[config.mk]
export PLATFORM = sky130hd
export DESIGN_NAME = panel_write_arbiter
export DESIGN_NICKNAME = d
export VERILOG_FILES = /design/src/rtl/panel_pkg.sv /design/src/rtl/panel_arb_timeout.sv /design/src/rtl/panel_write_arbiter.sv
export SDC_FILE = /design/constraint.sdc
export NUM_CORES = 1
export LEC_CHECK = 0
export CORE_UTILIZATION = 41
export CTS_CLUSTER_SIZE = 40
export DETAILED_ROUTE_END_ITERATION = 10
export HOLD_SLACK_MARGIN = 0.15
export PLACE_DENSITY = 0.86
export SLEW_MARGIN = 40
export SYNTH_ARGS = -nofsm -noshare
export SYNTH_HDL_FRONTEND = slang
export SYNTH_SLANG_ARGS = --single-unit
[constraint.sdc]
create_clock -name clk -period 3.24 [get_ports clk]
set_input_delay 0.648 -clock clk [delete_from_list [all_inputs] [get_ports clk]]
set_output_delay 0.648 -clock clk [all_outputs]
set_load 0.02 [all_outputs]
[src/rtl/panel_pkg.sv]
// panel_pkg: shared widths and arbiter state encoding for the panel write path
package panel_pkg;
    localparam int PANEL_EN_W   = 8;
    localparam int PANEL_ADDR_W = 16;
    localparam int PANEL_DATA_W = 24;
    typedef enum logic [1:0] {
        ST_IDLE   = 2'd0,
        ST_GRANT0 = 2'd1,
        ST_GRANT1 = 2'd2
    } arb_state_t;
endpackage

[src/rtl/panel_arb_timeout.sv]
// panel_arb_timeout: grant-idle counter that flags a forced release
// Ports: clk, reset_n (async active-low); clear zeroes the count, idle advances it;
//        expire is high in the idle cycle that reaches TIMEOUT_CYCLES-1
module panel_arb_timeout #(
    parameter int TIMEOUT_CYCLES = 1024
) (
    input  logic clk,
    input  logic reset_n,
    input  logic clear,
    input  logic idle,
    output logic expire
);
    logic [15:0] count;
    always_ff @(posedge clk or negedge reset_n) begin
        if (!reset_n)
            count <= '0;
        else if (clear)
            count <= '0;
        else if (idle)
            count <= count + 16'd1;
    end
    assign expire = idle && (count == 16'(TIMEOUT_CYCLES - 1));
endmodule

[src/rtl/panel_write_arbiter.sv]
// panel_write_arbiter: burst-locked two-requester arbiter onto the panel write bus
// Ports: clk, reset_n (async active-low); req_valid/req_last/req_ready handshake per
//        requester with reqN_en/addr/wdat words; panel_busy stalls the bus;
//        ctrl_en/addr/wdat registered panel write; grant one-hot owner;
//        timeout_pulse on forced release; stat_* counters.
// Optional: define PANEL_ARB_STATS_EN to build the statistics counters
//           (otherwise the stat ports are tied to zero).
module panel_write_arbiter
    import panel_pkg::*;
#(
    parameter int TIMEOUT_CYCLES = 1024
) (
    input  logic                    clk,
    input  logic                    reset_n,
    input  logic [1:0]              req_valid,
    input  logic [1:0]              req_last,
    output logic [1:0]              req_ready,
    input  logic [PANEL_EN_W-1:0]   req0_en,
    input  logic [PANEL_EN_W-1:0]   req1_en,
    input  logic [PANEL_ADDR_W-1:0] req0_addr,
    input  logic [PANEL_ADDR_W-1:0] req1_addr,
    input  logic [PANEL_DATA_W-1:0] req0_wdat,
    input  logic [PANEL_DATA_W-1:0] req1_wdat,
    input  logic                    panel_busy,
    output logic [PANEL_EN_W-1:0]   ctrl_en,
    output logic [PANEL_ADDR_W-1:0] ctrl_addr,
    output logic [PANEL_DATA_W-1:0] ctrl_wdat,
    output logic [1:0]              grant,
    output logic                    timeout_pulse,
    output logic [31:0]             stat_words0,
    output logic [31:0]             stat_words1,
    output logic [15:0]             stat_timeouts
);
    arb_state_t state, state_nxt;
    logic last_grant, last_grant_nxt;
    logic owner, granted, xfer, done, expire;
    logic [1:0] xfer_vec;

    assign owner     = (state == ST_GRANT1);
    assign granted   = (state != ST_IDLE);
    assign grant     = {state == ST_GRANT1, state == ST_GRANT0};
    assign req_ready = grant & {2{~panel_busy}};
    assign xfer_vec  = req_valid & req_ready;
    assign xfer      = |xfer_vec;
    assign done      = |(xfer_vec & req_last);

    panel_arb_timeout #(.TIMEOUT_CYCLES(TIMEOUT_CYCLES)) u_timeout (
        .clk     (clk),
        .reset_n (reset_n),
        .clear   (~granted | xfer),
        .idle    (granted & ~req_valid[owner] & ~panel_busy),
        .expire  (expire)
    );

    always_ff @(posedge clk or negedge reset_n) begin
        if (!reset_n) begin
            state      <= ST_IDLE;
            last_grant <= 1'b1;
        end else begin
            state      <= state_nxt;
            last_grant <= last_grant_nxt;
        end
    end

    // Ties go to whichever requester did not own the previous burst.
    always_comb begin
        state_nxt      = state;
        last_grant_nxt = last_grant;
        if (state == ST_IDLE) begin
            if (req_valid == 2'b11)
                state_nxt = last_grant ? ST_GRANT0 : ST_GRANT1;
            else if (req_valid[0])
                state_nxt = ST_GRANT0;
            else if (req_valid[1])
                state_nxt = ST_GRANT1;
        end else if (done || expire) begin
            state_nxt      = ST_IDLE;
            last_grant_nxt = owner;
        end
    end

    always_ff @(posedge clk or negedge reset_n) begin
        if (!reset_n) begin
            ctrl_en       <= '0;
            ctrl_addr     <= '0;
            ctrl_wdat     <= '0;
            timeout_pulse <= 1'b0;
        end else begin
            ctrl_en       <= xfer ? (owner ? req1_en : req0_en) : '0;
            timeout_pulse <= expire;
            if (xfer) begin
                ctrl_addr <= owner ? req1_addr : req0_addr;
                ctrl_wdat <= owner ? req1_wdat : req0_wdat;
            end
        end
    end

`ifdef PANEL_ARB_STATS_EN
    always_ff @(posedge clk or negedge reset_n) begin
        if (!reset_n) begin
            stat_words0   <= '0;
            stat_words1   <= '0;
            stat_timeouts <= '0;
        end else begin
            if (xfer_vec[0])
                stat_words0 <= stat_words0 + 32'd1;
            if (xfer_vec[1])
                stat_words1 <= stat_words1 + 32'd1;
            if (expire && stat_timeouts != 16'hFFFF)
                stat_timeouts <= stat_timeouts + 16'd1;
        end
    end
`else
    assign stat_words0   = '0;
    assign stat_words1   = '0;
    assign stat_timeouts = '0;
`endif
endmodule

==> run metrics, run 1 <==
Worst-path clk slew=~0.08 ns; Detailed Routing Iterations Pass 1=5; IO buf count=155; leakage power total=2.53 nW; Final Max Tran Viols=0; DIE AREA=9820 sq um; Via density=between 4 and 5; final setup TNS=0 ns; detailed placement HPWL=6810 um; proportion of synthesized chip area in sequential cells=0.440; wire length per cell after detailed routing=roughly 13 um; area delta synth->final=40.7%; crit-path leading delay family=buffers and inverters; total global routing overflow=0; flop and latch count out of synthesis=between 60 and 70; cell breakdown of the critical path=nand2b_2, clkinv_1, clkdlybuf4s50_1; fraction of final layout cells with drive strength greater than 1=0.0552; crit path capture type=output pin; hold_ws=between 0.3 and 0.4 ns; sum of buffers and inverters on the critical path=2; run status=finished, final reports clean; Clk Tree Root Cell=clkbuf_8; placeable core region=9200 sq um; arrival time worst endpoint=about 2.1 ns; global placement routability congestion=around 0.84; shortest period the worst path allows=about 2.8 ns; ports placed on the boundary=236; critical path class=flop to output pin; fin area=~5400 sq um; startpoint of the worst register-to-register path=state[0]; CTS tree=done; number of vias in the routed layout=3,202; final cell count without fillers=673; Remaining DRCs=0; Worst-Margin Slew=between 0.7 and 0.8 ns; number of cells after detailed placement=between 600 and 700; worst reg-to-reg path cell count=4; Achievable Freq=362 MHz; initial antenna violation count=0; placed standard-cell area=5220 sq um; share of synthesized flip-flops with an asynchronous set or reset=1.00; total CTS buffers=9; setup repair bufs after CTS=0; Final setup viols=0; Critical Path Source=state[0]; Clock Tree Buf Depth=2; Syn Inst Count=just over 400; Req. time, crit path=2.59 ns; cell type of the slowest stage on the worst timing path=clkdlybuf4s50_1; CTS H-tree depth=3; Critical Path Source Type=flop; r2r setup slk=~1 ns; count of synthesis-stage warnings from yosys=0; critical register-to-register path endpoint=u_timeout.count[14]; count of antenna diodes in the layout=0; starting density of the core=0.421; cts-stage hold buffer count=0; drt total wl=9000 um; count of flip-flops with a built-in enable after synthesis=0; synth unique cells=43; power density relative to cell area=~760 nW/um^2; DRT iter0 DRCs=87; number of global-route vias before repair=~3,000; dominant register cell in the synthesized netlist=dfrtp_1; number of nets in the layout=661; clock net sink count=a little under 70; Avg Inst Size Synth=~9.5 sq um; first-pass GRT wire length=14,400 um; antenna-violating nets left=0; number of gates given a new drive strength after cts=0; number of standard-cell rows in the floorplan=35; Max stage delay on crit path=between 0.6 and 0.7 ns; stages on the worst setup path=3; hold violation total from the final report=0; Worst Clk Skew=0.0102 ns; largest net degree at the start of global routing=51; total power draw=between 4 and 5 mW; critical path fanouts, max=16; max-cap violations=0; Final period util=0.852; GRT Resource Usage Total=0.188; kind of path behind the tightest hold check=input port to asynchronous set/reset pin; maximum vdd ir drop=0.431 mV; end of the critical path=grant[1]; relative max-transition margin=0.499; Synth Cell Area=3870 sq um; unrepaired setup endpoints after global routing=no; clock latency at the later pin of the worst-skew pair=0.34 ns; overall die width=99.1 um; chip height=99.1 um; number of filler cells placed in the layout=764
==> logic make-up after synthesis <==
group / after synthesis / synth area share
simple gates: 107 / 0.136
buf+inv: 105 / 0.182
compound gates: 81 / 0.121
flops: 68 / 0.440
mux: 42 / 0.110
xor+xnor: 3 / 0.00680
fa+ha+maj: 1 / 0.00323
other cells: 1 / 0.000970
==> metal layers <==
metal | part of all wire | global-route usage
met5 | 0 | 0
met4 | 0.014 | 0.0724
met3 | 0.079 | 0.0639
met2 | 0.51 | 0.317
met1 | 0.40 | 0.222
==> layout make-up <==
cell class              count  area, sq um  area share
clock buffers               9          124      0.0228
clock inverters             7         98.8      0.0182
inverters                   4         15.0     0.00276
multi-input cells         314         1770       0.324
flip-flops and latches     68         1700       0.313
well taps                 111          139      0.0255
repair buffers            160         1600       0.293
==> cells in the mapped netlist, types with 3 or more instances <==
| library cell | instances | share of area |
|---|---|---|
| o31ai_1 | 8 | 0.016 |
| inv_1 | 3 | 0.0029 |
| buf_4 | 81 | 0.16 |
| nor3_1 | 3 | 0.0039 |
| mux2i_1 | 41 | 0.11 |
| a21oi_1 | 15 | 0.019 |
| nor2_1 | 7 | 0.0068 |
| or4_1 | 8 | 0.016 |
| nand3_1 | 7 | 0.0091 |
| o211ai_1 | 3 | 0.0058 |
| clkbuf_1 | 14 | 0.014 |
| nand2_1 | 65 | 0.063 |
| buf_2 | 6 | 0.0078 |
| dfrtp_1 | 67 | 0.43 |
| o21ai_0 | 43 | 0.056 |
==> state kept, by name, indices dropped and copies added, names as in the netlist <==
name / cells
u_timeout.count: 16
last_grant: 1
ctrl_wdat: 24
ctrl_en: 8
ctrl_addr: 16
state: 2
timeout_pulse: 1
==> worst reg2reg max path: stages (launching register included) <==
cell     delay, ns
dfrtp_1       0.61
nor3b_1       0.47
o21ai_1       0.31
or4_1         0.58
a21oi_1       0.17
==> report_power, final <==
group	internal [mW]	switching [mW]	leakage [nW]	total, mW
logic	0.930	1.11	1.54	2.04
registers	1.13	0.201	0.879	1.33
clock network	0.437	0.340	0.110	0.777
==> worst min-delay path by stage <==
stage / from / to / slack [ns]
floorplan: reset_n / ctrl_addr[0] / 0.35
global placement: ctrl_wdat[11] / ctrl_wdat[11] / 0.46
detailed placement: ctrl_addr[2] / ctrl_addr[2] / 0.47
CTS: reset_n / state[0] / 0.33
global route: reset_n / ctrl_wdat[23] / 0.36
finish: reset_n / ctrl_wdat[23] / 0.32
==> stage by stage <==
step	worst slack, ns	util
after global routing	0.316	0.592
after detailed placement	0.412	0.567
final	0.478	0.592
after CTS	0.447	0.592
after global placement	0.471	0.567
after floorplan	0.948	-
==> layout by cell type (no fill, tap or decap), types with 3 or more instances in the layout <==
master and instances:
o211ai_1 3, buf_4 4, nand3_1 7, o21ai_0 43
nor3_1 3, clkdlybuf4s50_1 154, o31ai_1 8, a21oi_1 15
conb_1 80, nand2_1 65, clkbuf_8 9, inv_1 3
or4_1 8, dfrtp_1 67, nor2_1 6, mux2i_1 41
Note: power is estimated with default switching activity, not from simulation.
==> run 2, diff against run 1 <==
- GPL_ROUTABILITY_DRIVEN: unset -> 0
==> run 2 against run 1 <==
Against the previous run:
- hold slack worse by 0.067 ns
- combinational power about the same
- total power down 1.7%
- clock power down 6.2%
- first-iteration DRC count up 49%
- count of clock-buffer cells in the layout unchanged
- routed wire length down 1.2%
- sequential share of layout area up 0.21 points
- maximum frequency down 8.2%
- non-clock buffer count down 1
- critical path depth unchanged
- register-to-register slack worse by 0.03 ns
- highest routed layer unchanged
==> run metrics, run 2 (synthesis results as in run 1) <==
run status=finished, final reports clean; sum of buffers and inverters on the critical path=2; cell breakdown of the critical path=nand2b_2, clkinv_1, clkdlybuf4s50_1; final cell count without fillers=672; Final period util=0.929; wire length per cell after detailed routing=13.2 um; GRT Resource Usage Total=0.187; Remaining DRCs=0; number of standard-cell rows in the floorplan=35; number of flip-flops in the largest register=24; placeable core region=9200 sq um; Critical Path Source Type=flop; count of antenna diodes in the layout=0; Clk Tree Root Cell=clkbuf_8; Achievable Freq=332 MHz; hold violation total from the final report=0; shortest period the worst path allows=3.01 ns; CTS tree=done; number of vias in the routed layout=3,179; number of cells after detailed placement=656; arrival time worst endpoint=2.36 ns; detailed placement HPWL=between 6000 and 7000 um; kind of path behind the tightest hold check=input port to asynchronous set/reset pin; startpoint of the worst register-to-register path=state[0]; area delta synth->final=39.8%; most frequent cells in the layout=clkdlybuf4s50_1, conb_1, dfrtp_1; ports placed on the boundary=236; Max stage delay on crit path=0.63 ns; Final setup viols=0; number of nets in the layout=660; max-cap violations=0; power density relative to cell area=approximately 750 nW/um^2; critical register-to-register path endpoint=u_timeout.count[14]; IO buf count=about 160; register area=roughly 1700 sq um; critical path class=flop to output pin; total global routing overflow=0; Worst Clk Skew=between 0.006 and 0.007 ns; Worst-path clk slew=approximately 0.090 ns; largest register by flop count=ctrl_wdat; crit path capture type=output pin; relative max-transition margin=0.503; DIE AREA=9820 sq um; chip height=around 99 um; number of global-route vias before repair=about 3,100; leakage power total=2.51 nW; Final Max Tran Viols=0; Req. time, crit path=2.59 ns; drt total wl=between 8000 and 9000 um; r2r setup slk=0.99 ns; DRT iter0 DRCs=130; Critical Path Source=state[0]; clock latency at the later pin of the worst-skew pair=0.34 ns; maximum vdd ir drop=0.443 mV; area occupied by multi-input gates=between 1500 and 2000 sq um; most frequent standard cell in the layout excluding fill and tap cells=clkdlybuf4s50_1; registers with the highest flip-flop counts=ctrl_wdat (24), ctrl_addr (16), u_timeout.count (16); first-pass GRT wire length=14,500 um; CTS H-tree depth=3; Detailed Routing Iterations Pass 1=4; cell type of the slowest stage on the worst timing path=clkdlybuf4s50_1; critical path fanouts, max=16; fraction of final layout cells with drive strength greater than 1=0.0535; core utilization of the finished layout=0.588; crit-path leading delay family=buffers and inverters; final setup TNS=0 ns; Worst-Margin Slew=0.741 ns; starting density of the core=0.421; setup repair bufs after CTS=0; clock net sink count=68; Via density=4.73; worst reg-to-reg path cell count=4; cts-stage hold buffer count=0; Clock Tree Buf Depth=2; stages on the worst setup path=3; unrepaired setup endpoints after global routing=no; largest net degree at the start of global routing=89; end of the critical path=grant[1]; total CTS buffers=9; initial antenna violation count=0; number of gates given a new drive strength after cts=0; antenna-violating nets left=0; number of filler cells placed in the layout=777; overall die width=99.1 um
run 2: cell type report:
type / count / area share
clock buffer: 9 / 0.0229
timing repair buffer: 159 / 0.292
sequential: 68 / 0.315
tap: 111 / 0.0257
inverter: 4 / 0.00278
clock inverter: 7 / 0.0153
multi-input combinational: 314 / 0.327
run 2: worst register-to-register path, cell delays in order, from the launching register on:
cell,delay (ns)
dfrtp_1,0.61
nor3b_1,0.50
o21ai_1,0.33
or4_1,0.58
a21oi_1,0.16
run 2: worst min path at each step:
stage	startpoint	endpoint	slack (ns)	cells past startpoint
2_1_floorplan	reset_n	ctrl_addr[0]	0.35	0
3_3_place_gp	ctrl_wdat[11]	ctrl_wdat[11]	0.46	2
3_5_place_dp	ctrl_wdat[9]	ctrl_wdat[9]	0.47	2
4_1_cts	reset_n	ctrl_en[1]	0.24	1
5_1_grt	reset_n	ctrl_en[0]	0.25	1
6_report	reset_n	ctrl_en[0]	0.25	1
run 2: layer usage:
| layer | track usage | routed length [um] | up-vias |
|---|---|---|---|
| met1 | 0.221 | 3560 | 1480 |
| met3 | 0.0675 | 745 | 7 |
| met5 | 0 | 0 | - |
| li1 | - | - | 1545 |
| met2 | 0.321 | 4480 | 147 |
| met4 | 0.0543 | 94 | 0 |
run 2: where the power goes:
part | switching [mW] | total, mW | internal, mW
clock | 0.360 | 0.729 | 0.369
combinational | 1.10 | 2.01 | 0.916
sequential | 0.200 | 1.33 | 1.13
run 2: metrics by stage:
stage                     total power [mW]  hold WS, ns  setup slack, ns  instance area [sq um]
after global placement                3.31        0.460            0.468                   5200
final                                 4.08        0.251            0.232                   5410
after floorplan                       2.58        0.352            0.948                   4160
after detailed placement              3.38        0.470            0.343                   5200
after CTS                             4.12        0.242            0.155                   5410
after global routing                  4.36        0.254           0.0211                   5410
==> run 3, diff against run 2 <==
- TNS_END_PERCENT: unset -> 50
==> results of run 3 <==
Same layout as run 2: the final DEF is identical, and so are final timing and power.
